<file path="config.mk">
export PLATFORM = sky130hd
export DESIGN_NAME = updown_bound_counter_flat
export DESIGN_NICKNAME = d
export VERILOG_FILES = /design/src/rtl/updown_bound_counter_if.sv /design/src/rtl/updown_bound_counter.sv /design/src/flat_wrapper.sv
export SDC_FILE = /design/constraint.sdc
export NUM_CORES = 1
export LEC_CHECK = 0
export CAP_MARGIN = 20
export CELL_PAD_IN_SITES_DETAIL_PLACEMENT = 1
export CELL_PAD_IN_SITES_GLOBAL_PLACEMENT = 1
export CORE_MARGIN = 2
export CORE_UTILIZATION = 34
export CTS_CLUSTER_DIAMETER = 150
export CTS_CLUSTER_SIZE = 10
export DETAILED_ROUTE_END_ITERATION = 6
export GPL_ROUTABILITY_DRIVEN = 0
export PLACE_DENSITY = 0.82
export SETUP_SLACK_MARGIN = 0.1
export SLEW_MARGIN = 20
export SYNTH_ARGS = -nofsm -noshare
export SYNTH_HDL_FRONTEND = slang
export SYNTH_SLANG_ARGS = --single-unit
</file>
<file path="constraint.sdc">
create_clock -name clk -period 2.65 [get_ports clk]
set_input_delay 0.795 -clock clk [delete_from_list [all_inputs] [get_ports clk]]
set_output_delay 0.795 -clock clk [all_outputs]
set_load 0.03 [all_outputs]
</file>
<file path="src/rtl/updown_bound_counter_if.sv">
// Bus interface for updown_bound_counter.
// Groups the control inputs and the count/status outputs.
// The wrap_cnt signal exists only when UDC_WRAP_COUNT_EN is defined.
interface updown_bound_counter_if #(
  parameter int WIDTH     = 5,
  parameter int WRAPCNT_W = 8
);

  logic             en;
  logic             mode;
  logic             sat;
  logic             load;
  logic [WIDTH-1:0] load_val;
  logic [WIDTH-1:0] lo;
  logic [WIDTH-1:0] hi;
  logic [WIDTH-1:0] counter;
  logic             wrap;
  logic             at_lo;
  logic             at_hi;
  logic             bnd_err;
`ifdef UDC_WRAP_COUNT_EN
  logic [WRAPCNT_W-1:0] wrap_cnt;
`endif

  // Controller side: drives the controls and observes the count.
  modport master (
    output en, mode, sat, load, load_val, lo, hi,
`ifdef UDC_WRAP_COUNT_EN
    input  wrap_cnt,
`endif
    input  counter, wrap, at_lo, at_hi, bnd_err
  );

  // Counter side.
  modport slave (
    input  en, mode, sat, load, load_val, lo, hi,
`ifdef UDC_WRAP_COUNT_EN
    output wrap_cnt,
`endif
    output counter, wrap, at_lo, at_hi, bnd_err
  );

endinterface

</file>
<file path="src/rtl/updown_bound_counter.sv">
// updown_bound_counter: up/down counter with run-time lo/hi bounds,
// count enable, clamped parallel load and wrap/saturate selection.
// Optional feature macro: UDC_WRAP_COUNT_EN adds a saturating wrap_cnt
// output counting wrap steps (cleared by load).
module updown_bound_counter #(
  parameter int               WIDTH     = 5,
  parameter logic [WIDTH-1:0] RST_VAL   = '0,
  parameter int               WRAPCNT_W = 8
) (
  input logic                 clk,
  input logic                 rst_n,
  updown_bound_counter_if.slave bus
);

  localparam logic [WIDTH-1:0] ONE = WIDTH'(1);

  logic [WIDTH-1:0] count_q;
  logic [WIDTH-1:0] count_d;
  logic             wrap_q;
  logic             wrap_d;
  logic             bndErr;
  logic             wrapStep;
  logic             loadTake;

  assign bndErr = (bus.lo > bus.hi);

  // Next count: bound error freezes everything, then load, then counting.
  // The >= / <= tests also pull an out-of-range count back inside.
  always_comb begin
    count_d  = count_q;
    wrapStep = 1'b0;
    loadTake = 1'b0;
    if (bndErr) begin
      count_d = count_q;
    end else if (bus.load) begin
      loadTake = 1'b1;
      if (bus.load_val > bus.hi) begin
        count_d = bus.hi;
      end else if (bus.load_val < bus.lo) begin
        count_d = bus.lo;
      end else begin
        count_d = bus.load_val;
      end
    end else if (bus.en) begin
      if (bus.mode) begin
        if (count_q < bus.hi) begin
          count_d = count_q + ONE;
        end else begin
          count_d  = bus.sat ? bus.hi : bus.lo;
          wrapStep = ~bus.sat;
        end
      end else begin
        if (count_q > bus.lo) begin
          count_d = count_q - ONE;
        end else begin
          count_d  = bus.sat ? bus.lo : bus.hi;
          wrapStep = ~bus.sat;
        end
      end
    end
    wrap_d = wrapStep;
  end

  // Count and wrap-pulse registers.
  always_ff @(posedge clk or negedge rst_n) begin
    if (!rst_n) begin
      count_q <= RST_VAL;
      wrap_q  <= 1'b0;
    end else begin
      count_q <= count_d;
      wrap_q  <= wrap_d;
    end
  end

`ifdef UDC_WRAP_COUNT_EN
  logic [WRAPCNT_W-1:0] wrapCnt_q;
  logic [WRAPCNT_W-1:0] wrapCnt_d;

  // Wrap tally: cleared by an accepted load, sticks at all-ones.
  always_comb begin
    wrapCnt_d = wrapCnt_q;
    if (loadTake) begin
      wrapCnt_d = '0;
    end else if (wrapStep && !(&wrapCnt_q)) begin
      wrapCnt_d = wrapCnt_q + WRAPCNT_W'(1);
    end
  end

  // Wrap tally register.
  always_ff @(posedge clk or negedge rst_n) begin
    if (!rst_n) begin
      wrapCnt_q <= '0;
    end else begin
      wrapCnt_q <= wrapCnt_d;
    end
  end

  assign bus.wrap_cnt = wrapCnt_q;
`else
  logic unusedLoad;
  assign unusedLoad = loadTake;
`endif

  assign bus.counter = count_q;
  assign bus.wrap    = wrap_q;
  assign bus.at_lo   = (count_q <= bus.lo);
  assign bus.at_hi   = (count_q >= bus.hi);
  assign bus.bnd_err = bndErr;

endmodule

</file>
<file path="src/flat_wrapper.sv">
// flat-port wrapper written by rule: the top's interface ports become plain ports
module updown_bound_counter_flat 
#(
  parameter int               WIDTH     = 5,
  parameter logic [WIDTH-1:0] RST_VAL   = '0,
  parameter int               WRAPCNT_W = 8
)
  (clk, rst_n, bus_en, bus_mode, bus_sat, bus_load, bus_load_val, bus_lo, bus_hi, bus_counter, bus_wrap, bus_at_lo, bus_at_hi, bus_bnd_err);
  updown_bound_counter_if #(.WIDTH(WIDTH), .WRAPCNT_W(WRAPCNT_W)) bus_i ();
  input logic clk;
  input logic rst_n;
  input wire logic [$bits(bus_i.en)-1:0] bus_en;
  input wire logic [$bits(bus_i.mode)-1:0] bus_mode;
  input wire logic [$bits(bus_i.sat)-1:0] bus_sat;
  input wire logic [$bits(bus_i.load)-1:0] bus_load;
  input wire logic [$bits(bus_i.load_val)-1:0] bus_load_val;
  input wire logic [$bits(bus_i.lo)-1:0] bus_lo;
  input wire logic [$bits(bus_i.hi)-1:0] bus_hi;
  output wire logic [$bits(bus_i.counter)-1:0] bus_counter;
  output wire logic [$bits(bus_i.wrap)-1:0] bus_wrap;
  output wire logic [$bits(bus_i.at_lo)-1:0] bus_at_lo;
  output wire logic [$bits(bus_i.at_hi)-1:0] bus_at_hi;
  output wire logic [$bits(bus_i.bnd_err)-1:0] bus_bnd_err;
  assign bus_i.en = bus_en;
  assign bus_i.mode = bus_mode;
  assign bus_i.sat = bus_sat;
  assign bus_i.load = bus_load;
  assign bus_i.load_val = bus_load_val;
  assign bus_i.lo = bus_lo;
  assign bus_i.hi = bus_hi;
  assign bus_counter = bus_i.counter;
  assign bus_wrap = bus_i.wrap;
  assign bus_at_lo = bus_i.at_lo;
  assign bus_at_hi = bus_i.at_hi;
  assign bus_bnd_err = bus_i.bnd_err;
  updown_bound_counter #(.WIDTH(WIDTH), .RST_VAL(RST_VAL), .WRAPCNT_W(WRAPCNT_W)) u_core (.clk(clk), .rst_n(rst_n), .bus(bus_i));
endmodule
</file>
==> flow_metrics.py, run 1 <==
metrics = {
    "global_route": {
        "grt_util_all_layers_pct": 31.7,
        "grt_pass1_vias": 2026,
        "grt_pass1_wl_mm": 10.6,
        "antenna_found_initial": 0,
        "grt_max_degree": 12,
        "grt_remaining_overflow": 0,
    },
    "critical_path": {
        "crit_path_max_fanout": 2,
        "crit_arrival_ns": 2.01,
        "rrSetupSlack_ns": 0.17,
        "slowest_stage": "a221oi_4",
        "critPathCaptureType": "output pin",
        "critPathRequiredTime_ns": 1.86,
        "ff2ff_path_depth": 9,
        "max_stage_delay_ns": 0.35,
        "start_kind": "input port",
        "timing_worst_setup_path_type": "in2out",
        "path_cells": "buf_12 > inv_12 > ha_4 > a211o_1 > a221oi_4 > nand2_4 > buf_6",
    },
    "detailed_routing": {
        "post-route-drc-count": 0,
        "routed_wirelength_mm": 7.25,
        "firstDrtPassIters": 4,
        "avgRoutedWirePerCell_um": 23.2,
        "vias": 1921,
        "drt-initial-drc-count": 149,
        "drt.antenna.violating_nets": 0,
        "via_per_inst": 6.16,
    },
    "synthesis": {
        "synthesis.area_mm2": 0.00140,
        "synth-edff-count": 0,
        "yosys.area.top_type": "ha_1",
        "syn_inst": 182,
        "synthTopCellsByArea": "ha_1 23%, dfrtp_1 11%, mux2i_1 5.0%",
        "synth_top_area_share_pct": 23.3,
        "synth_compound_area_share_pct": 28.7,
        "synthArstFlopShare_pct": 100,
        "syn_avg_cell_area_um2": 7.67,
        "synth_top_family_by_area": "compound AO/OA/AOI/OAI gates",
        "synth-seq-area-share_pct": 10.8,
        "synthDistinctLibCells": 46,
        "synthMuxAreaShare_pct": 6.63,
        "synth_simple_gate_area_share_pct": 20.8,
        "synth_warnings": 0,
        "yosysMostFrequentCell": "ha_1",
        "ys.flop_type": "dfrtp_1",
        "synth_xor_area_share_pct": 3.14,
        "synthAdderAreaFrac_pct": 23.3,
        "postSynthNetCount": 229,
        "synth_top_cells_by_count": "26 x ha_1, 17 x nor2_1, 16 x inv_1",
        "ys_ff_latch": 6,
    },
    "power": {
        "pwr-share-comb_pct": 83.1,
        "power.density_mw_per_mm2": 696,
        "clkPwrFrac_pct": 8.0,
        "p_seq_share_pct": 9.0,
        "p_leak_nw": 1.12,
        "power.share.switching_pct": 47.7,
        "internal_power_uw": 930,
        "p_switching_uw": 850,
        "total_power_mw": 1.78,
        "peakVddDrop_mv": 0.396,
    },
    "sta": {
        "relSlewSlack_pct": 72.8,
        "rsz0062_at_grt": "true",
        "setup_viol": 2,
        "fin_crit_ns": 2.80,
        "fin_ws_ns": -0.154,
        "max_freq_mhz": 357,
        "hold_violations": 0,
        "fin_worst_skew_ns": 0.00270,
        "period_share_pct": 106,
        "whs_ns": 0.805,
        "worst_slew_pin_slew_ns": 0.407,
        "slew_viol_final": 0,
    },
    "clock_tree": {
        "cts_tree": "built",
        "numCtsBuffers": 3,
        "cts.sink_count": 6,
        "clock_path_buffers": 2,
        "cts-root-buf": "clkbuf_8",
        "holdBufCountCts": 0,
        "h-tree-depth": 1,
        "clkTransAtPathRegs_ns": 0.04,
        "clock_latency_ns": 0.23,
    },
    "cells_and_area": {
        "seqCellArea_um2": 150,
        "antenna_cells": 0,
        "fill_cells": 446,
        "nNetsFinal": 311,
        "layout-drive-gt1-share_pct": 46.2,
        "utilization_pct": 64.4,
        "syn2layout_area_growth_pct": 83.2,
        "multi_input_area_mm2": 0.00146,
        "fin_area_mm2": 0.00256,
        "stdcell_count": 312,
    },
    "placed_design": {
        "portBuffers": 29,
        "dp_hpwl_mm": 4.47,
        "place_area_mm2": 0.00213,
        "dpl.cell_count": 298,
    },
    "floorplan": {
        "die_x_um": 68.1,
        "dieArea_mm2": 0.00464,
        "core_area_mm2": 0.00397,
        "die_y_um": 68.1,
        "initial_utilization_pct": 35.2,
        "ioPinCount": 30,
        "rows": 23,
    },
    "run": {
        "cap_viol_max_count": 0,
    },
    "outcome": {
        "run_status": "complete, but fails checks",
        "violations": "setup timing",
    },
    "worst_hold_path": {
        "whs_path_depth": 2,
        "holdCritPathClass": "reg2reg",
    },
}
per-stage QoR:
step / setup slack, ns / setup TNS [ns]
after floorplan: 0.00321 / 0
after global routing: -0.197 / -0.373
after CTS: -0.266 / -0.477
after global placement: -1.11 / -5.49
after detailed placement: -1.15 / -5.98
final: -0.154 / -0.278
repair_timing:
action                     in CTS  in global routing
pin swaps                      18                 13
resized for setup             103                 28
buffers inserted               11                  3
setup endpoints to repair       9                  8
worst paths after layout:
kind	from	endpoint
worst max register to register	u_core.bus.counter[2]	u_core.bus.counter[0]
max in group asynchronous	rst_n	u_core.bus.counter[0]
worst max-delay path	bus_hi[2]	bus_at_hi
worst min-delay path	u_core.bus.counter[3]	u_core.bus.counter[3]
worst min register to register	u_core.bus.counter[3]	u_core.bus.counter[3]
min in group asynchronous	rst_n	u_core.bus.counter[2]
metal layers:
metal / part of all wire [%] / global-route usage (%) / up-vias / wire (um)
li1: - / - / 836 / -
met1: 39 / 36.6 / 938 / 2860
met2: 48 / 56.3 / 106 / 3510
met3: 5.8 / 6.09 / 41 / 420
met4: 6.3 / 13.5 / 0 / 456
met5: 0 / 0 / - / 0
layout by cell type (no fill, tap or decap), types with 4 or more instances in the layout:
| cell | n |
|---|---|
| nor2_1 | 14 |
| mux2i_1 | 7 |
| nand3_1 | 8 |
| ha_4 | 14 |
| a22oi_1 | 4 |
| buf_6 | 15 |
| xor2_1 | 4 |
| a21oi_1 | 9 |
| nand2_1 | 13 |
| clkdlybuf4s50_1 | 12 |
| buf_8 | 4 |
| buf_4 | 45 |
| ha_1 | 12 |
| dfrtp_1 | 6 |
| o211ai_1 | 4 |
| inv_1 | 6 |
| o21ai_0 | 5 |
| inv_4 | 5 |
cells by family (layout without fill, tap and decap cells):
kind of cell / Yosys count / after routing
DFF: 6 / 6
muxes: 9 / 9
AOI/OAI and AO/OA: 54 / 54
buffers and inverters: 23 / 103
and+or+nand+nor: 59 / 59
adders and majority gates: 26 / 26
xor gates and xnor gates: 5 / 5
power groups by stage:
stage / clock [mW] / combinational, mW / sequential, mW
floorplan: 0 / 0.620 / 0.234
global placement: 0 / 1.13 / 0.146
detailed placement: 0 / 1.17 / 0.149
CTS: 0.136 / 1.34 / 0.152
global route: 0.148 / 1.58 / 0.162
finish: 0.142 / 1.48 / 0.160
final cells by class:
type | count | share of cell area (%)
clock buffers | 3 | 1.61
inverters | 16 | 3.52
multi-input cells | 153 | 56.9
flip-flops and latches | 6 | 5.87
well taps | 50 | 2.44
repair buffers | 84 | 29.6
registers in the layout (all words and copies together) (netlist names):
register	cells
u_core.bus.counter	5
u_core.bus.wrap	1
worst max-delay path: cells and delay by family:
kind	cells	cell delay, ns
AO/OA/AOI/OAI	2	0.66
AND/OR/NAND/NOR	1	0.08
adder cells (fa/ha/maj)	1	0.18
buffers and inverters	3	0.29
Power figures use the tool's default switching activity.
==> inputs of run 2 (changes only) <==
--- a/config.mk
+++ b/config.mk
@@ -8,6 +8,7 @@
 export CAP_MARGIN = 20
 export CELL_PAD_IN_SITES_DETAIL_PLACEMENT = 1
 export CELL_PAD_IN_SITES_GLOBAL_PLACEMENT = 1
+export CORE_ASPECT_RATIO = 0.9
 export CORE_MARGIN = 2
 export CORE_UTILIZATION = 34
 export CTS_CLUSTER_DIAMETER = 150
@@ -16,7 +17,7 @@
 export GPL_ROUTABILITY_DRIVEN = 0
 export PLACE_DENSITY = 0.82
 export SETUP_SLACK_MARGIN = 0.1
-export SLEW_MARGIN = 20
+export SLEW_MARGIN = 30
 export SYNTH_ARGS = -nofsm -noshare
 export SYNTH_HDL_FRONTEND = slang
 export SYNTH_SLANG_ARGS = --single-unit
==> run 2 against run 1 <==
The flow still finishes with violations (setup timing). Routed wire length is 4.8% higher. Clock skew hardly changed. Register-to-register slack hardly changed. Fmax is 0.90% lower. Sequential share of layout area hardly changed. Global-route usage is 1.2 points higher. Die area hardly changed. Setup slack worse by 0.025 ns. Hold slack worse by 0.094 ns. Critical endpoint is now bus_bnd_err. Highest routed layer unchanged.
==> flow_metrics.py, run 2 (same netlist as run 1, synthesis figures left out) <==
metrics = {
    "clock_tree": {
        "cts-root-buf": "clkbuf_8",
        "holdBufCountCts": 0,
        "cts_tree": "built",
        "clock_path_buffers": 2,
        "numCtsBuffers": 3,
        "clkTransAtPathRegs_ns": 0.03,
        "cts.sink_count": 6,
        "clock_latency_ns": 0.22,
        "h-tree-depth": 1,
    },
    "outcome": {
        "violations": "setup timing",
        "run_status": "complete, but fails checks",
    },
    "placed_design": {
        "place_area_mm2": 0.00211,
        "portBuffers": 29,
        "dp_hpwl_mm": 4.55,
        "place_worst_setup_slack_ns": -1.15,
    },
    "detailed_routing": {
        "post-route-drc-count": 0,
        "vias": 1935,
        "via_per_inst": 6.22,
        "drt-initial-drc-count": 108,
        "drt.antenna.violating_nets": 0,
        "firstDrtPassIters": 4,
        "avgRoutedWirePerCell_um": 24.4,
        "routed_wirelength_mm": 7.60,
    },
    "global_route": {
        "grtUsageMet1_pct": 38.8,
        "grt_util_all_layers_pct": 32.8,
        "grt_pass1_vias": 2130,
        "globalRouteMet3Util_pct": 5.13,
        "grt_pass1_wl_mm": 11.5,
        "grt_max_degree": 12,
        "antenna_found_initial": 0,
        "grt_remaining_overflow": 0,
        "grt_busiest_layer": "met2",
        "met2_usage_pct": 58.2,
    },
    "cells_and_area": {
        "utilization_pct": 63.7,
        "syn2layout_area_growth_pct": 83.4,
        "largest_reg_flops": 5,
        "fin_area_mm2": 0.00256,
        "antenna_cells": 0,
        "seqCellArea_um2": 150,
        "layout-drive-gt1-share_pct": 46.4,
        "layout_common_cells": "42 x buf_4, 21 x buf_6, 14 x nor2_1",
        "mostFrequentLayoutCell": "buf_4",
        "nNetsFinal": 312,
        "fill_cells": 460,
        "multi_input_area_mm2": 0.00146,
    },
    "power": {
        "p_leak_nw": 1.12,
        "peakVddDrop_mv": 0.230,
        "power.density_mw_per_mm2": 705,
    },
    "sta": {
        "worst_slew_pin_slew_ns": 0.395,
        "fin_crit_ns": 2.83,
        "setup_viol": 3,
        "hold_violations": 0,
        "slew_viol_final": 0,
        "rsz0062_at_grt": "true",
        "fin_worst_skew_ns": 0.00259,
        "fin_ws_ns": -0.179,
        "max_freq_mhz": 353,
        "period_share_pct": 107,
        "relSlewSlack_pct": 73.6,
    },
    "critical_path": {
        "critPathRequiredTime_ns": 1.86,
        "timing_worst_setup_path_type": "in2out",
        "crit_path_max_fanout": 3,
        "critPathCaptureType": "output pin",
        "rrSetupSlack_ns": 0.18,
        "crit_arrival_ns": 2.03,
        "start_kind": "input port",
    },
    "floorplan": {
        "rows": 22,
        "initial_utilization_pct": 34.7,
        "dieArea_mm2": 0.00464,
        "die_y_um": 64.8,
        "core_area_mm2": 0.00402,
        "die_x_um": 71.6,
        "ioPinCount": 30,
    },
    "run": {
        "cap_viol_max_count": 0,
    },
    "worst_hold_path": {
        "holdCritPathClass": "reg2reg",
    },
}
## run 2: final timing paths
path	cells after the start	start	end
worst max-delay path	8	bus_hi[2]	bus_bnd_err
worst min-delay path	3	u_core.bus.counter[0]	u_core.bus.counter[0]
worst max register to register	10	u_core.bus.counter[3]	u_core.bus.counter[0]
worst min register to register	3	u_core.bus.counter[0]	u_core.bus.counter[0]
max in group asynchronous	1	rst_n	u_core.bus.counter[0]
min in group asynchronous	1	rst_n	u_core.bus.counter[4]
## run 2: power by group
group / leakage (nW) / switching [mW] / internal, mW / total (mW)
clock network: 0.0216 / 0.0380 / 0.0975 / 0.135
logic: 1.03 / 0.770 / 0.738 / 1.51
registers: 0.0697 / 0.0381 / 0.123 / 0.161
total: 1.12 / 0.847 / 0.959 / 1.81
## run 2: through the flow
step                power [mW]  setup TNS (ns)  hold slack (ns)  cells
global placement          1.26           -5.28            0.729    296
floorplan                0.854               0            0.499    182
global route              1.92          -0.511            0.741    311
detailed placement        1.31           -5.75            0.705    296
finish                    1.81          -0.313            0.711    311
CTS                       1.69          -0.484            0.711    310
## run 2: final cells by class
cell class,instances,area share [%]
multi-input combinational,153,56.8
sequential,6,5.86
tap,48,2.34
timing repair buffer,85,29.8
clock buffer,3,1.61
inverter,16,3.62
## run 2: critical path: stages
cell and delay [ns]:
buf_12 0.11, inv_12 0.04, buf_6 0.11, ha_4 0.21
and4_1 0.23, a21oi_2 0.16, o31a_1 0.21, buf_6 0.15
## run 2: layer usage
| metal | wire length [um] | vias up |
|---|---|---|
| li1 | - | 848 |
| met5 | 0 | - |
| met3 | 443 | 41 |
| met1 | 2930 | 935 |
| met2 | 3830 | 111 |
| met4 | 397 | 0 |
## run 2: what timing repair did
item,in CTS,in global routing
cloned,2,0
setup buffers,9,2
resized for setup,104,28
endpoints found under the setup margin,9,8
pin swaps,22,11
